File: src/rtl/id_regfile.sv
// id_regfile: writeback-to-decode register file with write-through read ports.
// Optional FP bank enabled by defining RF_FP_BANK_EN; default build is integer-only.
module id_regfile #(
    parameter int XLEN = 32,
    parameter int NREG = 32,
    parameter int AW   = 5
) (
    input  logic            clk,
    input  logic            Rst_n,
    input  logic [AW-1:0]   WB_ID_rd,
    input  logic [XLEN-1:0] WB_ID_res,
    input  logic            WB_ID_regwrite,
    input  logic            WB_ID_fpusrc,
    input  logic            hold,
    input  logic [AW-1:0]   rs1_addr,
    input  logic            rs1_fp,
    output logic [XLEN-1:0] rs1_data,
    input  logic [AW-1:0]   rs2_addr,
    input  logic            rs2_fp,
    output logic [XLEN-1:0] rs2_data,
    input  logic [AW-1:0]   dbg_addr,
    input  logic            dbg_fp,
    output logic [XLEN-1:0] dbg_data,
    output logic            rf_ready
);

    typedef enum logic {
        CLEAR = 1'b0,
        READY = 1'b1
    } state_t;

    localparam logic [AW:0] C_LAST = (AW+1)'(NREG-1);
    localparam logic [AW:0] C_ONE  = (AW+1)'(1);

    state_t          r_state;
    state_t          w_state_nxt;
    logic [AW:0]     r_clr_idx;
    logic [AW:0]     w_clr_nxt;
    logic            w_clr_we;
    logic [AW-1:0]   w_clr_addr;
    logic            r_ready;
    logic [XLEN-1:0] r_dbg_data;

    logic [XLEN-1:0] r_int [NREG];

    logic            w_commit;
    logic            w_int_we;
    logic            w_fp_we;
    logic [XLEN-1:0] w_rs1_fpv;
    logic [XLEN-1:0] w_rs2_fpv;
    logic [XLEN-1:0] w_dbg_fpv;

    assign w_clr_addr = r_clr_idx[AW-1:0];
    assign w_commit   = r_ready & WB_ID_regwrite & ~hold;
    assign w_int_we   = w_commit & ~WB_ID_fpusrc & (WB_ID_rd != '0);

`ifdef RF_FP_BANK_EN
    logic [XLEN-1:0] r_fp [NREG];

    assign w_fp_we   = w_commit & WB_ID_fpusrc;
    assign w_rs1_fpv = r_fp[rs1_addr];
    assign w_rs2_fpv = r_fp[rs2_addr];
    assign w_dbg_fpv = r_fp[dbg_addr];

    // FP bank: cleared by the sweep, then written by FP commits (f0 included)
    always_ff @(posedge clk) begin
        if (w_clr_we) begin
            r_fp[w_clr_addr] <= '0;
        end else if (w_fp_we) begin
            r_fp[WB_ID_rd] <= WB_ID_res;
        end
    end
`else
    assign w_fp_we   = 1'b0;
    assign w_rs1_fpv = '0;
    assign w_rs2_fpv = '0;
    assign w_dbg_fpv = '0;
`endif

    // Integer bank: cleared by the sweep, then written by integer commits
    always_ff @(posedge clk) begin
        if (w_clr_we) begin
            r_int[w_clr_addr] <= '0;
        end else if (w_int_we) begin
            r_int[WB_ID_rd] <= WB_ID_res;
        end
    end

    // Sweep FSM state, clear index and registered ready flag
    always_ff @(posedge clk or negedge Rst_n) begin
        if (!Rst_n) begin
            r_state   <= CLEAR;
            r_clr_idx <= '0;
            r_ready   <= 1'b0;
        end else begin
            r_state   <= w_state_nxt;
            r_clr_idx <= w_clr_nxt;
            r_ready   <= (r_state == READY);
        end
    end

    // Sweep next-state: one register per cycle, READY after the last index
    always_comb begin
        w_state_nxt = r_state;
        w_clr_nxt   = r_clr_idx;
        w_clr_we    = 1'b0;
        unique case (r_state)
            CLEAR: begin
                w_clr_we  = 1'b1;
                w_clr_nxt = r_clr_idx + C_ONE;
                if (r_clr_idx == C_LAST) begin
                    w_state_nxt = READY;
                end
            end
            READY: begin
                w_state_nxt = READY;
            end
            default: begin
                w_state_nxt = CLEAR;
            end
        endcase
    end

    // Read port 1: zero while clearing, x0 hardwired, write-through on commit
    always_comb begin
        rs1_data = '0;
        if (r_ready) begin
            if (rs1_fp) begin
                if (w_fp_we && (rs1_addr == WB_ID_rd)) begin
                    rs1_data = WB_ID_res;
                end else begin
                    rs1_data = w_rs1_fpv;
                end
            end else if (rs1_addr != '0) begin
                if (w_int_we && (rs1_addr == WB_ID_rd)) begin
                    rs1_data = WB_ID_res;
                end else begin
                    rs1_data = r_int[rs1_addr];
                end
            end
        end
    end

    // Read port 2: same behaviour as port 1
    always_comb begin
        rs2_data = '0;
        if (r_ready) begin
            if (rs2_fp) begin
                if (w_fp_we && (rs2_addr == WB_ID_rd)) begin
                    rs2_data = WB_ID_res;
                end else begin
                    rs2_data = w_rs2_fpv;
                end
            end else if (rs2_addr != '0) begin
                if (w_int_we && (rs2_addr == WB_ID_rd)) begin
                    rs2_data = WB_ID_res;
                end else begin
                    rs2_data = r_int[rs2_addr];
                end
            end
        end
    end

    // Debug port: registered array read, no bypass, zero until ready
    always_ff @(posedge clk or negedge Rst_n) begin
        if (!Rst_n) begin
            r_dbg_data <= '0;
        end else if (!r_ready) begin
            r_dbg_data <= '0;
        end else if (dbg_fp) begin
            r_dbg_data <= w_dbg_fpv;
        end else if (dbg_addr == '0) begin
            r_dbg_data <= '0;
        end else begin
            r_dbg_data <= r_int[dbg_addr];
        end
    end

    assign dbg_data = r_dbg_data;
    assign rf_ready = r_ready;

endmodule
File: config.mk
export PLATFORM = sky130hd
export DESIGN_NAME = id_regfile
export DESIGN_NICKNAME = d
export VERILOG_FILES = /design/src/rtl/id_regfile.sv
export SDC_FILE = /design/constraint.sdc
export NUM_CORES = 2
export LEC_CHECK = 0
export BUFFER_PORTS_ARGS = -buffer_cell sky130_fd_sc_hd__buf_4
export CORE_UTILIZATION = 40
export DETAILED_ROUTE_END_ITERATION = 8
export GPL_ROUTABILITY_DRIVEN = 0
export GPL_TIMING_DRIVEN = 0
export PLACE_DENSITY_LB_ADDON = 0.1
export SETUP_SLACK_MARGIN = 0.5
export SLEW_MARGIN = 20
export SYNTH_ARGS = -nofsm -noshare
export SYNTH_HDL_FRONTEND = slang
export SYNTH_SLANG_ARGS = --single-unit
File: constraint.sdc
create_clock -name clk -period 6.9 [get_ports clk]
set_input_delay 0.345 -clock clk [delete_from_list [all_inputs] [get_ports clk]]
set_output_delay 0.345 -clock clk [all_outputs]
set_load 0.05 [all_outputs]
Yosys cells after proc, flatten, opt, wreduce, memory -nomap -nowiden

Memories as Yosys holds them, arrays and structs flattened.
Cells that the tools add are included.

Muxes and demuxes: 20
Equal/unequal tests: 3
Add/subtract/negate cells: 1
Reductions and logical operators: 7
Bitwise operators: 7

Operators by type and width:

| operator            | count |
|---|---|
| $mux 32             | 12 |
| $reduce_or 32->1    | 1 |
| $reduce_bool 5->1   | 3 |
| $eq 5x5->1          | 2 |
| $add 6x1->6 const B | 1 |
| $eq 6x5->1 const B  | 1 |
| $mux 1              | 6 |
| $logic_not 5->1     | 1 |
| $mux 5              | 1 |
| $and 1x1->1         | 4 |
| $not 1->1           | 3 |
| $logic_and 1x1->1   | 2 |
| $pmux 1 s2          | 1 |

Flip-flop bits (word level): 40
Memory bits (writable): 1,024
Input bits: 60
Memories: 1

Memory list:

| memory | words | width | rd ports | clocked after memory_dff | write ports | line | source |
|---|---|---|---|---|---|---|---|
| r_int  | 32    | 32    | 3        | 0                        | 1           | 44   | `logic [XLEN-1:0] r_int [NREG];` |

Depth between registers and ports, before layout

Word-level depth: 9
Mapped depth: 9
Mapped depth without buffers: 5

Least setup slack after synthesis

OpenSTA, ideal clock, no wires.

Path kind: reg2reg
From: reg r_ready (netlist: rf_ready)
To: mem r_int[10][0] (enable)
Data arrival time: 3,260 ps
Stages on the path, launching flop included: 8
Clock period less this slack: 3,681 ps
Required time: 6,479 ps
Library setup time: 421 ps
Path slack: 3,219 ps
Cells stage by stage: dfrtp_1 and4bb_1 buf_2 o211a_1 buf_2 mux2i_2 nand2_1 nor2_1

Word-level cells in the longest chain between the ends: 9
Elaborated cells between the ends (all ways): 10
Those cells by class: mux (5); bitwise (4); reduce/logical (1)

RTL lines:

| what                                       | line | source |
|---|---|---|
| start: declaration                         | 41   | `logic r_ready;` |
| start signal: assignment                   | 98   | `r_ready <= (r_state == READY);` |
| $and 1x1->1 (*) (2 in series)              | 54   | `assign w_commit = r_ready & WB_ID_regwrite & ~hold;` |
| $and 1x1->1 (*) (2 in series)              | 55   | `assign w_int_we = w_commit & ~WB_ID_fpusrc & (WB_ID_rd != '0);` |
| $mux 1 (*)                                 | 84   | `end else if (w_int_we) begin` |
| $mux 1 (*)                                 | 82   | `if (w_clr_we) begin` |
| $mux 1 (implied by the code) (*)           | 85   | `r_int[WB_ID_rd] <= WB_ID_res;` |
| $reduce_or 32->1 (no line)                 | -    |  |
| $mux 5 (no line) or $mux 1 (tied branches) | -    |  |
| end: declaration                           | 44   |  |

Mark *: on every way between the ends. The rest lies on a longest branch, timed or not.

Worst setup path in the final report

From: in rs2_addr[1]
To: out rs2_data[6]

Word-level cells in the longest chain between the ends: 6
Elaborated cells between the ends (all ways): 8
Those cells by class: eq/ne (1); mux (4); reduce/logical (2); memory (1)

RTL lines:

| what                                                                  | line | source |
|---|---|---|
| start: declaration                                                    | 18   | `input logic [AW-1:0] rs2_addr,` |
| parallel branches: the longest is 3 deep, another holds $mem_v2 32x32 | -    |  |
| $mux 32 (*)                                                           | 154  | `end else if (rs2_addr != '0) begin` |
| $mux 32 (*)                                                           | 148  | `if (rs2_fp) begin` |
| $mux 32 (*)                                                           | 147  | `if (r_ready) begin` |
| end: declaration                                                      | 20   | `output logic [XLEN-1:0] rs2_data,` |

Mark *: on every way between the ends.

==> impl_metrics.toml <==
[clocking]
cts.path.max_buffers = 3
cts_sinks = 1064
cts_tree = "yes"
cts_setup_buffers = 0
cts_made_buffers = 118
worst_setup_hold_path_clk_slew_ns = 0.06
cts-hold-fix-buffers = 1
postCtsResizedCells = 0
level_count_of_the_clock_h_tree = 3
root_buffer = "clkbuf_16"
insertion_delay_ns = 0.76

[placement]
io_buffers = 146
preCtsSetupSlack_ns = 2.24
post-dp-hpwl_mm = 191

[logic_synthesis]
yosys.cell_types.count = 55
asyncSetResetFlopFracSynth = 0.0376
synth.cell_area_mm2 = 0.0575
synth_warnings = 0
largest_family_of_logic_cells_by_synthesized_area = "multiplexers"
synth.ff_latch_count = 1064
synth-compound-area-share = 0.0663
synth_simple_gate_area_frac = 0.0239
postSynthCellCount = 3282
yosys.area_share.adder = 0.000217
avgSynthCellArea_um2 = 17.5
synth_mux_area_frac = 0.331
synth_xor_area_frac = 0.00228
synthesis.nets = 3343
dominantRegCellSynth = "edfxtp_1"
synth_enable_flop_cells = 1024
synth_seq_area_share = 0.552

[critical_path]
endpoint_kind = "output pin"
critical-path-max-stage-delay_ns = 1.04
critical_path_required_ns = 6.55
worstPathBufferInverterCount = 5
critPathLaunchType = "primary input"
critPathKind = "primary input to output pin"
arrival_ns = 4.86
regToRegSetupSlack_ns = 3.14
rr_startpoint = "rf_ready"
timing.critical_path.fanout_max = 10
crit_cells = 10
r2r-end = "r_int[10][18]"
ff2ff_path_depth = 9
worst_path_dominant_cell_family = "simple AND/OR/NAND/NOR gates"
worst_setup_path_startpoint = "rs2_addr[1]"
path_cells = "buf_4, buf_2, buf_2, nand2_1, clkbuf_2, nor2_1, nor4_1, nor3_1, a22o_1, buf_4"
crit_path_end = "rs2_data[6]"
critical_path.slowest_cell = "nand2_1"

[detailed_routing]
dr.first_iter.drc_count = 6470
route.detailed.wl_per_inst_um = 45.7
avgViaCountPerCell = 7.12
num_vias = 39900
ant_nets = 0
post-route-drc-count = 0
number_of_iterations_in_the_first_detailed_routing_pass = 6
route.final.wire_length_mm = 256

[sta]
rsz0062_at_grt = "false"
finalSetupTns_ns = 0
timing_max_transition_violations_final = 0
final-hold-violation-count = 0
setup_violations = 0
maxSlewHeadroom = 0.127
period_needed_ns = 5.21
max_freq_mhz = 192
clock_skew_ns = 0.0296
period_share = 0.755
final_setup_margin_ns = 1.69
timing_worst_slew_pin_value_ns = 1.31

[status]
run_status = "finished clean"

[grt]
grt_pass1_wl_mm = 340
grt_usage = 0.348
grt_pass1_vias = 39100
overall_overflow_remaining_after_global_route = 0
antenna_violations_before_repair = 11
pin_count_of_the_biggest_net_entering_global_routing = 41

[power]
power_density_mw_per_mm2 = 219
peak_supply_drop_uv = 222
p_leak_nw = 24.5

[die]
floorplan.core_area_mm2 = 0.142
floorplan.die.height_um = 381
start_util = 0.405
core.rowCount = 138
ioPinCount = 157
floorplan_die_width_um = 381
fp.dieArea_mm2 = 0.145

[final_layout]
drive_above_1_share = 0.358
most-common-layout-cells = "1024 x edfxtp_1, 669 x mux4_2, 319 x mux2i_1, 166 x clkbuf_1, 164 x buf_4"
final_common_cell = "edfxtp_1"
area_overhead_vs_synth_pct = 15.5
layout.nets = 3678

[run]
drv_cap = 0

[hold_path]
holdCritPathClass = "primary input to async pin"
-- state kept, by name, summed over array words and instances, names as in the netlist --
| register | cells |
|---|---|
| r_state | 1 |
| r_clr_idx | 6 |
| rf_ready | 1 |
| r_int | 1024 |
| dbg_data | 32 |
-- final cells by class --
cell class	count	area, µm²
fillers	12100	75600
flip-flops and latches	1064	31800
multi-input cells	1902	24700
clock buffers	160	3170
repair buffers	215	2680
well taps	1890	2360
plain buffers	309	1430
clock inverters	52	357
inverters	7	26.3
diodes	6	15.0
-- logic make-up (layout without fill, tap and decap cells) --
kind of cell               Yosys count  after routing
AOI/OAI and AO/OA                  546            546
other                                0              6
DFF                               1064           1064
buffers and inverters              316            743
and+or+nand+nor                    285            285
muxes                             1055           1055
adders and majority gates            1              1
xor gates and xnor gates            15             15
-- routing by layer --
layer  routed length [µm]  part of all wire  global-route usage
met4                12400             0.049               0.146
met5                  225           0.00088             0.00860
met1                92500              0.36               0.441
met3                36500              0.14               0.145
met2               115000              0.45               0.524
-- worst min-delay path by stage --
stage          startpoint      endpoint  slack (ns)  cells past startpoint
2_1_floorplan       Rst_n   dbg_data[0]        0.05                      0
4_1_cts             Rst_n  dbg_data[26]        0.20                      2
6_report            Rst_n  dbg_data[26]        0.21                      2
3_3_place_gp        Rst_n  dbg_data[24]        0.42                      1
3_5_place_dp        Rst_n  dbg_data[27]        0.44                      1
5_1_grt             Rst_n  dbg_data[26]        0.25                      2
-- per-stage QoR --
step	utilization	hold slack [ns]	instance area [µm²]	power, W	std cells
6_report	0.468	0.210	66500	0.0146	5605
2_1_floorplan	-	0.0494	57500	0.00797	3282
3_5_place_dp	0.442	0.439	62900	0.00866	5386
5_1_grt	0.468	0.255	66400	0.0148	5600
4_1_cts	0.467	0.201	66400	0.0146	5599
3_3_place_gp	0.429	0.423	61000	0.00864	5318
-- worst register-to-register path, cell delays in order (launching register included) --
cell and delay, ns:
dfrtp_1 0.71, and4bb_1 0.28, buf_2 0.29, o211a_1 0.25, buf_2 0.31, mux2i_2 0.43
nand2_1 0.34, nor2_4 0.38, buf_16 0.22, buf_12 0.21
-- where the power goes --
| part | total [W] | switching [W] | internal (W) | leakage (nW) |
|---|---|---|---|---|
| Sequential | 0.00704 | 0.00000299 | 0.00703 | 12.2 |
| Clock | 0.00600 | 0.00267 | 0.00333 | 1.72 |
| Combinational | 0.00155 | 0.00111 | 0.000439 | 10.6 |
| Total | 0.0146 | 0.00378 | 0.0108 | 24.5 |
-- synth_stat cells (all sizes together), types with 3 or more instances --
cell | instances | area share
a22oi | 96 | 0.013
and2 | 33 | 0.0036
clkbuf | 143 | 0.0093
inv | 7 | 0.00046
nor3 | 19 | 0.0017
nor2b | 5 | 0.00054
o21bai | 36 | 0.0048
nand3 | 6 | 0.00052
o21ai | 6 | 0.00059
mux2i | 320 | 0.056
o22ai | 119 | 0.013
nand2b | 8 | 0.00087
xnor2 | 14 | 0.0021
nand4 | 3 | 0.00033
a41oi | 3 | 0.00046
buf | 166 | 0.015
edfxtp | 1024 | 0.53
a21oi | 126 | 0.011
nor4 | 4 | 0.00043
a211o | 32 | 0.0049
a22o | 29 | 0.0044
nor2 | 110 | 0.0072
a211oi | 26 | 0.0034
mux4 | 669 | 0.26
nand2 | 51 | 0.0033
and3 | 34 | 0.0037
mux2 | 66 | 0.013
a221oi | 64 | 0.0097
dfrtp | 40 | 0.017
(Power assumes the default switching activity.)
